### src/rtl/recovery_ctrl_pkg.sv
// Shared types for the mispredict recovery controller: FSM state encoding
// and the functional-unit count that sizes the busy bus.
package recovery_ctrl_pkg;
  localparam int NUM_FU = 4;

  typedef enum logic [2:0] {
    IDLE     = 3'd0,
    DRAIN    = 3'd1,
    FLUSH    = 3'd2,
    SETTLE   = 3'd3,
    REDIRECT = 3'd4
  } recovery_state_t;
endpackage

### src/rtl/recovery_ctrl.sv
// Branch mispredict recovery: drain an in-flight store, flush the machine,
// wait for the FUs to quiesce, then redirect fetch to the latched PC.
module recovery_ctrl
  import recovery_ctrl_pkg::*;
#(
  parameter int SETTLE_CYCLES = 2,
  parameter int DRAIN_MAX     = 15
) (
  input  logic              clk,
  input  logic              reset,
  input  logic              mispredict_in,
  input  logic [31:0]       redirect_pc_in,
  input  logic              store_inflight,
  input  logic [NUM_FU-1:0] fu_busy_bus,
  output logic              flush,
  output logic              fetch_stall,
  output logic              redirect_valid,
  output logic [31:0]       redirect_pc,
  output logic              busy,
  output logic              drain_timeout,
  output logic              overlap_err,
  output logic [15:0]       flush_count
);
  localparam logic [3:0] LP_SETTLE = 4'(SETTLE_CYCLES);
  localparam logic [3:0] LP_DRAIN  = 4'(DRAIN_MAX);

  recovery_state_t r_state;
  logic [31:0]     r_pc;
  logic [3:0]      r_wait_cnt;
  logic [3:0]      r_settle_cnt;
  logic            r_drain_to;
  logic            r_overlap;
  logic [15:0]     r_flush_cnt;

  logic [3:0]      w_wait_nxt;
  logic [3:0]      w_settle_nxt;

  assign w_wait_nxt   = r_wait_cnt + 4'd1;
  assign w_settle_nxt = (r_settle_cnt == 4'd0) ? 4'd0 : r_settle_cnt - 4'd1;

  always_ff @(posedge clk) begin
    if (reset) begin
      r_state      <= IDLE;
      r_pc         <= '0;
      r_wait_cnt   <= '0;
      r_settle_cnt <= '0;
      r_drain_to   <= 1'b0;
      r_overlap    <= 1'b0;
      r_flush_cnt  <= '0;
    end else begin
      if (mispredict_in && r_state != IDLE) r_overlap <= 1'b1;
      case (r_state)
        IDLE: begin
          if (mispredict_in) begin
            r_pc       <= redirect_pc_in;
            r_wait_cnt <= '0;
            r_state    <= store_inflight ? DRAIN : FLUSH;
          end
        end
        DRAIN: begin
          r_wait_cnt <= w_wait_nxt;
          if (!store_inflight) begin
            r_state <= FLUSH;
          end else if (w_wait_nxt == LP_DRAIN) begin
            r_state    <= FLUSH;
            r_drain_to <= 1'b1;
          end
        end
        FLUSH: begin
          r_settle_cnt <= LP_SETTLE;
          r_state      <= SETTLE;
        end
        SETTLE: begin
          // Exit on the post-decrement value so SETTLE lasts exactly SETTLE_CYCLES when idle.
          r_settle_cnt <= w_settle_nxt;
          if (w_settle_nxt == 4'd0 && fu_busy_bus == '0) r_state <= REDIRECT;
        end
        REDIRECT: begin
          if (r_flush_cnt != 16'hFFFF) r_flush_cnt <= r_flush_cnt + 16'd1;
          r_state <= IDLE;
        end
        default: r_state <= IDLE;
      endcase
    end
  end

  assign flush          = (r_state == FLUSH);
  assign redirect_valid = (r_state == REDIRECT);
  assign busy           = (r_state != IDLE);
  assign fetch_stall    = (r_state != IDLE);
  assign redirect_pc    = r_pc;
  assign drain_timeout  = r_drain_to;
  assign overlap_err    = r_overlap;
  assign flush_count    = r_flush_cnt;
endmodule

### config.mk
export PLATFORM = sky130hd
export DESIGN_NAME = recovery_ctrl
export DESIGN_NICKNAME = d
export VERILOG_FILES = /design/src/rtl/recovery_ctrl_pkg.sv /design/src/rtl/recovery_ctrl.sv
export SDC_FILE = /design/constraint.sdc
export NUM_CORES = 1
export LEC_CHECK = 0
export ABC_AREA = 0
export BUFFER_PORTS_ARGS = -buffer_cell sky130_fd_sc_hd__clkbuf_2
export CELL_PAD_IN_SITES_DETAIL_PLACEMENT = 1
export CELL_PAD_IN_SITES_GLOBAL_PLACEMENT = 2
export CORE_MARGIN = 10
export CORE_UTILIZATION = 29
export DETAILED_ROUTE_END_ITERATION = 12
export PLACE_DENSITY_LB_ADDON = 0.1
export SLEW_MARGIN = 20
export SYNTH_ARGS = -nofsm -noshare
export SYNTH_HDL_FRONTEND = slang
export SYNTH_SLANG_ARGS = --single-unit
### constraint.sdc
create_clock -name clk -period 3.25 [get_ports clk]
set_clock_uncertainty 0.2 [all_clocks]
set_input_delay 0.325 -clock clk [delete_from_list [all_inputs] [get_ports clk]]
set_output_delay 0.325 -clock clk [all_outputs]
set_load 0.05 [all_outputs]
; Word level (Yosys, flattened, before mapping)
; Cells that the tools add are included.
[op_classes]
n_addsub = 3
eq_ne = 9
n_mux = 10
n_reduce_logical = 14
[op_table]
columns = op, count
row1 = $add 16x1->16 const B, 1
row2 = $ne 16x16->1 const B, 1
row3 = $pmux 4 s2, 2
row4 = $logic_not 4->1, 3
row5 = $mux 3, 4
row6 = $pmux 3 s4, 1
row7 = $mux 4, 2
row8 = $eq 3x2->1 const B, 2
row9 = $reduce_and 2->1, 3
row10 = $reduce_and 3->1, 2
row11 = $add 4x1->4 const B, 1
row12 = $eq 4x4->1 const B, 1
row13 = $ne 2x2->1 const B, 2
row14 = $reduce_bool 2->1, 2
row15 = $sub 4x1->4 const B, 1
row16 = $eq 3x1->1 const B, 1
row17 = $eq 3x3->1 const B, 1
row18 = $logic_not 3->1, 1
row19 = $ne 3x3->1 const B, 1
row20 = $reduce_bool 3->1, 1
row21 = $logic_and 1x1->1, 2
row22 = $mux 2, 1
[word_totals]
regBits = 61
inputBits = 40
output_inout_bits = 54

; Logic depth before layout (Yosys ltp)
; Gate-level depths: netlist (run 1).
[depth]
depth_word = 6
depth_mapped = 7
mapped_depth_nobuf = 7

; Least setup slack after synthesis (run 1)
; OpenSTA, ideal clock, no wires.
[synth_path]
kind = reg2reg
from = register r_flush_cnt[0], in the netlist flush_count[0]
to = register r_flush_cnt[1], in the netlist flush_count[1]
setup_time_ns = 0.128
arrival_ns = 2.040
required_ns = 2.922
slack_ns = 0.882
stages_incl_launch_ff = 7
n_path_buf = 0
period_less_slack_ns = 2.368
cell_sequence = dfxtp_1 ha_1 nand4_1 or3_1 o21ai_0 mux2i_1 nor2_1
[synth_between]
elab_chain_cells = 2
[synth_lines]
columns = element, line_no
row1 = start: declaration, recovery_ctrl.sv:33  ; logic [15:0] r_flush_cnt;
row2 = start signal: assignment, recovery_ctrl.sv:79  ; if (r_flush_cnt != 16'hFFFF) r_flush_cnt <= r_flush_cnt + 16'd1;
row3 = "parallel branches: the longest is 2 deep, another holds $add 16x1->16", n/a
; Parallel ways; which one is timed is not known.
; A chain may end at the register's enable or synchronous reset.

; Worst setup path after layout (run 1)
[layout_path]
from = register r_state[2]
to = register r_flush_cnt[12], in the netlist flush_count[12]
[layout_between]
elab_chain_cells = 2
[layout_lines]
columns = element, line_no
row1 = start: declaration, recovery_ctrl.sv:27  ; recovery_state_t r_state;
row2 = start signal: assignment, recovery_ctrl.sv:57  ; r_state <= store_inflight ? DRAIN : FLUSH;
row3 = $eq 3x3->1, recovery_ctrl.sv:52  ; case (r_state)
row4 = $reduce_and 2->1 (no line), n/a
; No other way between the ends.

==> flow_summary.ini, run 1 <==
[yosys]
synthesis.area_um2 = 2610
synth_seq_cells = 61
ys_warn_count = 0
synth.distinct_cells = 50
async_reset_ff_share_pct = 0
synth_cells = 327
syn_nets = 371
avgSynthCellArea_um2 = 7.98
synth_edf_count = 0
ys.flop_type = dfxtp_1
ys_seq_area_share_pct = 46.8

[detailed_routing]
vias = 2526
wl_per_cell_um = 14.5
ant_nets = 0
first_iter_violations = 98
drc = 0
wl_mm = 7.70
via_per_inst = 4.76
first_pass_iters = 4

[layout]
regArea_um2 = 1220
nFillCells = 1093
synthToLayoutAreaGrowth_pct = 29.7
mostFrequentLayoutCells = clkbuf_2, nand2_1, dfxtp_1
nets = 462
layout-drive-gt1-share_pct = 27.7
final_common_cell = clkbuf_2
n_antenna_cell = 0
multi_input_area_um2 = 1290

[setup_path]
path_class = flop to flop
startpoint_type = flop
r2r_end = flush_count[12]
crit_end = flush_count[12]
cp_max_fo = 8
r2r-start = r_state[2]
startpoint = r_state[2]
r2r_cells = 5
worstPathArrival_ns = 2.29
regToRegSetupSlack_ns = 0.95
required_ns = 3.23
worstSetupEndpointType = flop

[timing]
setup_ws_ns = 0.946
report.final.slew_viol_count = 0
fmax_ghz = 0.434
worstMarginPinSlew_ns = 0.823
min_period_ns = 2.30
slew_headroom_pct = 45.1
final_hold_viol_count = 0
fin_setup_tns_ns = 0
period_share_pct = 70.9
rsz0062_at_grt = no
setup_viol = 0

[worst_hold_path]
min_path_type = input pin to flop

[pwr]
power_density_nw_per_um2 = 576
leakagePower_nw = 1.49
worst_ir_drop_vdd_v = 0.000203

[clock_network]
cts_buffers = 9
cts_tree = yes
cts-root-buf = clkbuf_8
insertion_delay_ns = 0.33
post_cts_resized = 0
htreeDepth = 3
cts_max_path_buffers = 2
cts.sinks = 61
clk_pin_slew_worst_paths_ns = 0.07

[floorplan]
die_area_um2 = 13200
die_h_um = 115
initial_core_util_pct = 29.9
rows = 34
core_um2 = 8720
ios = 94
chipWidth_um = 115

[outcome]
outcome = complete, no violations

[grt]
antenna_found_initial = 0
grt_max_degree = 41
grt_use_total_pct = 11.7
grt_first_pass_wirelength_mm = 12.8
gr-total-overflow = 0
grt_pass1_vias = 2575

[placed_design]
dpl.hpwl_mm = 5.72
gp_congestion = 0.708
dp_slack_ns = 0.958
port-buffer-count = 93

[run]
max_cap_violations = 0
## timing repair
item,in CTS,in global routing
buffers inserted,0,0
hold endpoints to repair,1,0
hold buffers,1,0
## sequential cells by signal, indices dropped and copies added (netlist names)
| signal | count |
|---|---|
| r_wait_cnt | 4 |
| redirect_pc | 32 |
| r_settle_cnt | 4 |
| overlap_err | 1 |
| drain_timeout | 1 |
| flush_count | 16 |
| r_state | 3 |
## worst max-delay path, stage by stage, from the launching register on
cell     delay, ns
dfxtp_1       0.44
or3b_4        0.45
nor4_1        0.64
nand3_1       0.18
mux2i_1       0.20
nor2_1        0.05
## kinds of logic (layout without fill, tap and decap cells)
logic type	after synthesis	after routing	share of synthesized area [%]
buffers and inverters	25	121	3.84
adder cells (fa/ha/maj)	4	4	1.92
AO/OA/AOI/OAI	67	67	14.7
XOR/XNOR	9	9	3.02
AND/OR/NAND/NOR	157	157	28.1
multiplexers	4	4	1.63
flip-flops	61	61	46.8
## cell usage after synthesis (3+ instances only)
cell | count | area share, %
inv_1 | 8 | 1.2
a21oi_1 | 43 | 8.2
o211ai_1 | 3 | 0.86
a31oi_1 | 3 | 0.72
nand2_1 | 76 | 11
nor2b_1 | 4 | 0.96
nor2_1 | 34 | 4.9
nor3_1 | 6 | 1.2
dfxtp_1 | 61 | 47
nand2b_1 | 4 | 0.96
nor4_1 | 3 | 0.72
clkbuf_1 | 13 | 1.9
nand3_1 | 7 | 1.3
xor2_1 | 8 | 2.7
o21ai_0 | 5 | 0.96
ha_1 | 4 | 1.9
or3_1 | 3 | 0.72
nand4_1 | 5 | 1.2
## power by group
group	internal [mW]	leakage, nW	switching [mW]	total [mW]
clock	0.417	0.106	0.298	0.715
sequential	0.794	0.497	0.0328	0.826
combinational	0.104	0.885	0.304	0.408
## routing by layer
layer,up-vias,global-route usage (%),wire length [um]
li1,1292,-,-
met1,1179,13.8,3370
met2,49,18.8,3690
met3,6,5.42,581
met4,0,3.22,65
met5,-,0,0
## area by class of cell
cell class,count,share of cell area [%]
Multi-Input combinational cell,241,38.1
Clock buffer,13,4.99
Tap cell,108,3.99
Clock inverter,3,1.26
Timing Repair Buffer,97,14.7
Inverter,8,0.888
Sequential cell,61,36.1
## through the flow
stage               util [%]  power (mW)  area, um^2  std cells  hold slack, ns
detailed placement      36.3        1.26        3160        514           0.250
finish                  38.8        1.95        3380        531          0.0136
global placement        36.3        1.26        3160        514           0.241
floorplan                  -        1.15        2610        327           0.261
CTS                     38.8        1.98        3380        531         0.00178
global route            38.8        2.06        3380        531         0.00393
## worst min path at each step
stage	depth (start not counted)	end	start	slack (ns)
floorplan	2	redirect_pc[0]	redirect_pc_in[0]	0.26
global placement	2	redirect_pc[21]	redirect_pc[21]	0.24
detailed placement	2	redirect_pc[27]	redirect_pc[27]	0.25
CTS	3	redirect_pc[30]	redirect_pc_in[30]	0.002
global route	3	redirect_pc[27]	redirect_pc_in[27]	0.004
finish	3	redirect_pc[30]	redirect_pc_in[30]	0.01
Note: power is estimated with default switching activity, not from simulation.
==> run 2, diff against run 1 <==
- CORE_UTILIZATION: 29 -> 27
- clock period: 3.25 -> 2.3 ns (I/O delays scaled with it)
==> run 2 against run 1 <==
  * Setup slack worse by 0.71 ns
  * Register-to-register slack worse by 0.71 ns
  * Via count up 7.7%
  * First-iteration DRC count down 37%
  * Global-route usage up 0.32 points
  * Sequential share of layout area down 4.3 points
  * Power up 54%
  * Final area up 14%
  * Utilization up 2.5 points
==> flow_summary.ini, run 2 (synthesis gave the netlist of run 1 again) <==
[outcome]
outcome = complete, no violations

[setup_path]
worstPathArrival_ns = 1.63
path_class = flop to output pin
required_ns = 1.87
worstSetupEndpointType = output pin
startpoint_type = flop
critPathTopFamily = buffers and inverters
path_cells = buf_4 -> nor3_1 -> inv_1 -> clkbuf_2
crit_path_top_delay_cell = nor3_1
slowest_delay_ns = 0.37
cp_max_fo = 10
critPathBufInv = 3

[detailed_routing]
wl_per_cell_um = 14.1
first_pass_iters = 4
via_per_inst = 4.57
vias = 2721
ant_nets = 0
drc = 0
wl_mm = 8.40
first_iter_violations = 62

[timing]
timing.hold.ws_ns = 0.0166
worstMarginPinSlew_ns = 0.517
report.final.slew_viol_count = 0
rsz0062_at_grt = no
slew_headroom_pct = 65.5
period_share_pct = 89.7
fmax_ghz = 0.485
fin_setup_tns_ns = 0
setup_viol = 0
final_hold_viol_count = 0
min_period_ns = 2.06

[clock_network]
insertion_delay_ns = 0.34
clk_pin_slew_worst_paths_ns = 0.07
cts_tree = yes
htreeDepth = 3
cts_max_path_buffers = 2
cts_buffers = 9
cts_setup_buffers = 0
cts-root-buf = clkbuf_8
cts.sinks = 61

[layout]
nFillCells = 1141
largest_register_ffs = 32
layout-drive-gt1-share_pct = 28.1
layout.cells.non_filler = 595
nets = 505
postLayoutCoreUtil_pct = 41.3
synthToLayoutAreaGrowth_pct = 47.6
mostFrequentLayoutCells = clkbuf_2, nand2_1, dfxtp_1
n_antenna_cell = 0
final_common_cell = clkbuf_2

[grt]
grt_pass1_vias = 2778
grt_max_degree = 24
gr-total-overflow = 0
grt_first_pass_wirelength_mm = 14.1
grt_use_total_pct = 12.0
antenna_found_initial = 0

[placed_design]
gp_congestion = 0.739
placedCellCount = 546
port-buffer-count = 93
dpl.hpwl_mm = 6.12

[pwr]
p_int_mw = 2.04
clkPwrFrac_pct = 39.9
worst_ir_drop_vdd_v = 0.000347
comb_power_share_pct = 21.7
power_density_nw_per_um2 = 782
power_switching_mw = 0.968
p_seq_share_pct = 38.4
switching_share_pct = 32.1
leakagePower_nw = 1.69

[run]
max_cap_violations = 0

[floorplan]
core_um2 = 9330
rows = 35
die_area_um2 = 14000
ios = 94
chipWidth_um = 118
die_h_um = 118
initial_core_util_pct = 28.0

[worst_hold_path]
min_path_type = input pin to flop
## run 2: repair_timing
item | 4_1_cts | 5_1_grt
hold buffers | 33 | 0
endpoints found under the hold margin | 33 | 0
resized for setup | 0 | 1
endpoints found under the setup margin | 0 | 1
## run 2: metrics by stage
stage	power, mW	instance area, um^2	worst slack [ns]
global route	3.17	3850	0.0763
floorplan	1.62	2610	0.0955
CTS	3.05	3850	0.135
global placement	1.79	3270	0.225
finish	3.01	3850	0.237
detailed placement	1.80	3270	0.173
## run 2: tightest hold or removal path, cell delays in order
cell	delay, ns
clkbuf_2	0.07
or3_1	0.14
nor4_1	0.06
## run 2: worst paths after layout
check	start	end	slack, ns	cells after the start
setup / recovery	r_state[0]	fetch_stall	0.24	4
hold / removal	fu_busy_bus[2]	r_state[2]	0.02	3
setup reg to reg	flush_count[0]	flush_count[13]	0.24	6
hold reg to reg	redirect_pc[24]	redirect_pc[24]	0.26	2
## run 2: layout make-up
cell class	instances	area, um^2	share of cell area, %
clock buffers	9	124	3.22
clock inverters	7	124	3.22
inverters	8	30.0	0.780
multi-input cells	241	1290	33.4
flip-flops and latches	61	1220	31.8
well taps	129	161	4.19
repair buffers	140	901	23.4
## run 2: routing by layer
layer | up-vias | track usage (%) | part of all wire [%]
met5 | - | 0 | 0
met4 | 0 | 3.01 | 1.0
met3 | 8 | 5.52 | 6.5
met2 | 57 | 19.1 | 46
met1 | 1276 | 14.4 | 46
li1 | 1380 | - | -
## run 2: power groups by stage
stage                     Combinational [mW]  Sequential, mW  Clock [mW]
after floorplan                        0.259            1.36           0
after global placement                 0.617            1.18           0
after detailed placement               0.620            1.18           0
after CTS                              0.666            1.16        1.23
after global routing                   0.721            1.17        1.29
final                                  0.655            1.16        1.20
